$ cat config.mk
export PLATFORM = sky130hd
export DESIGN_NAME = max_pool_scheduler
export DESIGN_NICKNAME = d
export VERILOG_FILES = /design/src/rtl/max_pool_scheduler.sv
export SDC_FILE = /design/constraint.sdc
export NUM_CORES = 1
export LEC_CHECK = 0
export CAP_MARGIN = 15
export CELL_PAD_IN_SITES_DETAIL_PLACEMENT = 1
export CELL_PAD_IN_SITES_GLOBAL_PLACEMENT = 2
export CORE_UTILIZATION = 41
export CTS_CLUSTER_DIAMETER = 40
export CTS_CLUSTER_SIZE = 28
export DETAILED_ROUTE_END_ITERATION = 10
export PLACE_DENSITY = 0.95
export SYNTH_ARGS = -nofsm -noshare
export SYNTH_HDL_FRONTEND = slang
export SYNTH_SLANG_ARGS = --single-unit
$ cat constraint.sdc
create_clock -name clk -period 48.1 [get_ports clk]
set_input_delay 12.025 -clock clk [delete_from_list [all_inputs] [get_ports clk]]
set_output_delay 12.025 -clock clk [all_outputs]
set_load 0.05 [all_outputs]
$ cat src/rtl/max_pool_scheduler.sv
// max_pool_scheduler: fetches each XxY window of a stored map and emits its maximum over ready/valid
module max_unit #(
  parameter int DEPTH = 8,
  parameter int N = 9
) (
  input  logic [N-1:0][DEPTH-1:0] data_in,
  output logic [DEPTH-1:0]        data_out
);
  always_comb begin
    data_out = '0;
    for (int i = 0; i < N; i++) data_out = data_in[i] > data_out ? data_in[i] : data_out;
  end
endmodule

module max_pool_scheduler #(
  parameter int DEPTH = 8,
  parameter int X = 3,
  parameter int Y = 3,
  parameter int IMG_W = 6,
  parameter int IMG_H = 6,
  parameter int ADDR_W = 6
) (
  input  logic              clk,
  input  logic              rst,
  input  logic              start,
  output logic              busy,
  output logic              done,
  output logic              mem_rd_en,
  output logic [ADDR_W-1:0] mem_rd_addr,
  input  logic [DEPTH-1:0]  mem_rd_data,
  output logic              out_valid,
  input  logic              out_ready,
  output logic [DEPTH-1:0]  out_data,
  output logic [ADDR_W-1:0] out_addr
);
  localparam int N = X * Y;
  localparam int PW = IMG_W / X;
  localparam int PH = IMG_H / Y;
  localparam int KW = $clog2(N + 1);
  localparam int CW = $clog2(PW + 1);
  localparam int RW = $clog2(PH + 1);
  typedef enum logic [2:0] {IDLE, FETCH, LAST, EMIT, DONE} state_t;
  state_t state;
  logic [KW-1:0] k, cap_slot;
  logic cap_en;
  logic [CW-1:0] ocol, ncol;
  logic [RW-1:0] orow, nrow;
  logic [N-1:0][DEPTH-1:0] win;
  logic last_win;
  function automatic logic [ADDR_W-1:0] pix(input int r0, input int c0, input int kk);
    return ADDR_W'((r0 * Y + kk / X) * IMG_W + c0 * X + kk % X);
  endfunction
  assign last_win = orow == RW'(PH - 1) && ocol == CW'(PW - 1);
  assign ncol = ocol == CW'(PW - 1) ? '0 : ocol + CW'(1);
  assign nrow = ocol == CW'(PW - 1) ? orow + RW'(1) : orow;
  max_unit #(.DEPTH(DEPTH), .N(N)) u_max (.data_in(win), .data_out(out_data));
  // Read data lags its strobe by one cycle, so the slot to fill is carried alongside
  always_ff @(posedge clk) begin
    if (rst) begin
      state <= IDLE;
      k <= '0;
      cap_slot <= '0;
      cap_en <= 1'b0;
      ocol <= '0;
      orow <= '0;
      win <= '0;
      busy <= 1'b0;
      done <= 1'b0;
      mem_rd_en <= 1'b0;
      mem_rd_addr <= '0;
      out_valid <= 1'b0;
      out_addr <= '0;
    end else begin
      cap_en <= mem_rd_en;
      cap_slot <= KW'(N - 1) - k;
      if (cap_en) win[cap_slot] <= mem_rd_data;
      case (state)
        IDLE: if (start) begin
          state <= FETCH;
          busy <= 1'b1;
          mem_rd_en <= 1'b1;
          mem_rd_addr <= pix(0, 0, 0);
          k <= '0;
          ocol <= '0;
          orow <= '0;
          out_addr <= '0;
        end
        FETCH: if (k == KW'(N - 1)) begin
          state <= LAST;
          mem_rd_en <= 1'b0;
        end else begin
          k <= k + KW'(1);
          mem_rd_addr <= pix(int'(orow), int'(ocol), int'(k) + 1);
        end
        LAST: begin
          state <= EMIT;
          out_valid <= 1'b1;
        end
        EMIT: if (out_ready) begin
          out_valid <= 1'b0;
          if (last_win) begin
            state <= DONE;
            done <= 1'b1;
          end else begin
            state <= FETCH;
            mem_rd_en <= 1'b1;
            mem_rd_addr <= pix(int'(nrow), int'(ncol), 0);
            k <= '0;
            ocol <= ncol;
            orow <= nrow;
            out_addr <= ADDR_W'(int'(nrow) * PW + int'(ncol));
          end
        end
        DONE: begin
          state <= IDLE;
          done <= 1'b0;
          busy <= 1'b0;
        end
        default: state <= IDLE;
      endcase
    end
  end
endmodule

==> flow_metrics.py <==
metrics = {
    "run_status": {
        "outcome": "complete, no violations",
    },
    "synth": {
        "ys_types": 73,
        "synth-seq-cells": 101,
        "syn_area_per_cell_um2": 8.27,
        "yosys-top-cells-area": "dfxtp_1, ha_1, mux2i_1",
        "syn_inst": 944,
        "yosys.area.top_type": "dfxtp_1",
        "yosysTopAreaCellShare_pct": 25.9,
        "synthFlopType": "dfxtp_1",
        "synth_area_um2": 7800,
        "synth_edf_count": 0,
        "yosysWarnings": 0,
        "yosysSeqAreaShare_pct": 25.9,
        "async_reset_ff_share_pct": 0,
    },
    "clock_tree": {
        "path_clk_slew_ps": 70,
        "clock_latency_ps": 360,
        "cts_root_buffer": "clkbuf_16",
        "cts_hold_buf": 0,
        "cts_htree_levels": 3,
        "cts_tree": "done",
        "cts_buffer_depth": 2,
        "cts_setup_buffers": 0,
        "cts_sinks": 101,
        "cts_resized": 0,
        "cts_buffers": 9,
    },
    "placement": {
        "dp_hpwl_um": 15600,
        "dpl_cell_area_um2": 8240,
        "dp_slack_ps": 19340,
        "port_buffers": 33,
        "gp_congestion": 0.873,
    },
    "power": {
        "power_density_nw_per_um2": 34.0,
        "leakagePower_uw": 0.00385,
        "peakVddDrop_mv": 0.0256,
    },
    "global_routing": {
        "grt_pass1_vias": 6695,
        "overflow": 0,
        "grt_max_degree": 102,
        "antenna_found_initial": 0,
        "grt_pass1_wl_um": 34200,
        "grt_usage_pct": 21.8,
    },
    "timing": {
        "period_needed_ps": 29350,
        "fin_crit_sh_pct": 61.0,
        "slew_headroom_pct": 27.3,
        "setup_tns_ps": 0,
        "slew_viol_final": 0,
        "max_freq_ghz": 0.0341,
        "finalHoldViolCount": 0,
        "worst_pin_slew_ps": 1090,
        "setup_violations": 0,
        "rsz0062_at_grt": "no",
        "fin_ws_ps": 18750,
        "skew_ps": 7.03,
    },
    "floorplan": {
        "ioPinCount": 36,
        "die_w_um": 140,
        "core_area_um2": 18700,
        "die_h_um": 140,
        "start_util_pct": 41.7,
        "dieArea_um2": 19600,
        "fp-row-count": 50,
    },
    "detailed_routing": {
        "ant_nets": 0,
        "drc": 0,
        "postRouteWirelength_um": 20500,
        "first_pass_iters": 4,
        "vias": 6588,
        "wl_per_cell_um": 17.3,
        "first_iter_violations": 254,
        "routed_via_density": 5.57,
    },
    "final_layout": {
        "nFillCells": 2232,
        "final_area_um2": 8540,
        "layout.nets": 1051,
        "drive_above_1_share_pct": 5.27,
        "area_growth_pct": 9.41,
        "antenna-diode-count": 0,
    },
    "critical_path": {
        "critPathMaxStageDelay_ps": 870,
        "start_kind": "register",
        "end_kind": "primary output",
        "required_ps": 36080,
        "critPathMaxFanout": 16,
        "crit_type": "register to primary output",
        "arrival_ps": 17330,
        "cp_common_cell": "a21o_1",
        "cp_slowest_cell": "a22oi_1",
    },
    "flow_run": {
        "drv_cap": 0,
    },
    "hold_path": {
        "hp-class": "register to register",
    },
}
[critical path: cells and delay by family (launching register included)]
kind | cells | cell delay, ps
mux | 4 | 1330
buf+inv | 4 | 950
simple gates | 14 | 2880
flops | 1 | 370
fa+ha+maj | 8 | 2370
compound gates | 39 | 9030
[synthesized netlist by cell type (3+ instances only)]
master,n
o211ai_1,4
a21oi_1,58
nor2_1,139
mux2i_1,90
dfxtp_1,101
o31a_1,7
xnor2_1,19
nor3b_1,3
nand4_1,9
or3_1,3
xor2_1,8
nand3b_1,5
nand3_1,15
a21o_1,25
ha_1,89
a22oi_1,3
buf_1,11
nand2b_1,6
o22ai_1,4
and2_1,15
nor3_1,20
a31oi_1,8
or2_2,3
a311oi_1,5
buf_4,3
inv_1,59
clkbuf_1,29
o21ai_1,11
a211oi_1,7
a21boi_0,9
nand2_1,51
a2111oi_0,4
a211o_1,4
fa_1,6
buf_2,3
nor2b_1,9
mux2_2,15
o21a_1,3
o21ai_0,37
and3_1,5
[flip-flops by register name, indices dropped and copies added, names as in the netlist]
| signal | count |
|---|---|
| orow | 2 |
| state | 3 |
| cap_slot | 4 |
| done | 1 |
| ocol | 2 |
| k | 4 |
| out_addr | 3 |
| busy | 1 |
| cap_en | 1 |
| win | 72 |
| mem_rd_en | 1 |
| out_valid | 1 |
| mem_rd_addr | 6 |
[final timing paths]
| check | depth (start not counted) | end | from | slack, ps |
|---|---|---|---|---|
| max | 69 | out_data[7] | win[5] | 18750 |
| min | 2 | out_addr[1] | out_addr[1] | 460 |
| max reg2reg | 38 | mem_rd_addr[5] | k[0] | 38440 |
| min reg2reg | 2 | out_addr[1] | out_addr[1] | 460 |
[layout by cell type, fill, tap and decap left out, types with 25 or more instances in the layout]
| cell | Yosys | routed |
|---|---|---|
| a21o_1 | 25 | 25 |
| a21oi_1 | 58 | 58 |
| clkdlybuf4s50_1 | 0 | 32 |
| dfxtp_1 | 101 | 101 |
| ha_1 | 89 | 89 |
| inv_1 | 59 | 59 |
| mux2i_1 | 90 | 90 |
| nand2_1 | 51 | 51 |
| nor2_1 | 139 | 139 |
| o21ai_0 | 37 | 37 |
[cell type report]
type	count	area (µm²)	share of cell area, %
multi-input cells	738	5360	62.8
flip-flops and latches	101	2020	23.7
repair buffers	35	343	4.02
well taps	234	293	3.43
clock buffers	11	253	2.96
inverters	59	221	2.59
clock inverters	5	41.3	0.484
[routing by layer]
metal / GRT usage [%] / vias up / wire, µm
li1: - / 3320 / -
met5: 0 / - / 0
met4: 6.42 / 0 / 324
met1: 28.4 / 3159 / 9910
met2: 36.8 / 81 / 9610
met3: 3.93 / 28 / 646
[per-stage QoR]
| stage | total power [µW] | hold slack, ps | util [%] | instances |
|---|---|---|---|---|
| after floorplan | 188 | 460 | - | 945 |
| after global placement | 215 | 449 | 44.1 | 1167 |
| after detailed placement | 217 | 454 | 44.1 | 1167 |
| final | 290 | 463 | 45.6 | 1183 |
| after global routing | 308 | 485 | 45.6 | 1183 |
| after CTS | 291 | 471 | 45.6 | 1183 |
[report_power, final]
group | switching, µW | internal (µW)
Sequential | 1.32 | 84.8
Clock | 34.8 | 38.5
Combinational | 83.9 | 46.5
[logic make-up after synthesis]
| family | after synthesis | share of synthesized area (%) |
|---|---|---|
| buf+inv | 106 | 5.39 |
| compound gates | 212 | 18.4 |
| mux | 106 | 13.9 |
| other cells | 1 | 0.0481 |
| fa+ha+maj | 97 | 16.1 |
| xor+xnor | 27 | 3.03 |
| simple gates | 294 | 17.3 |
| flops | 101 | 25.9 |
(Power assumes the default switching activity.)
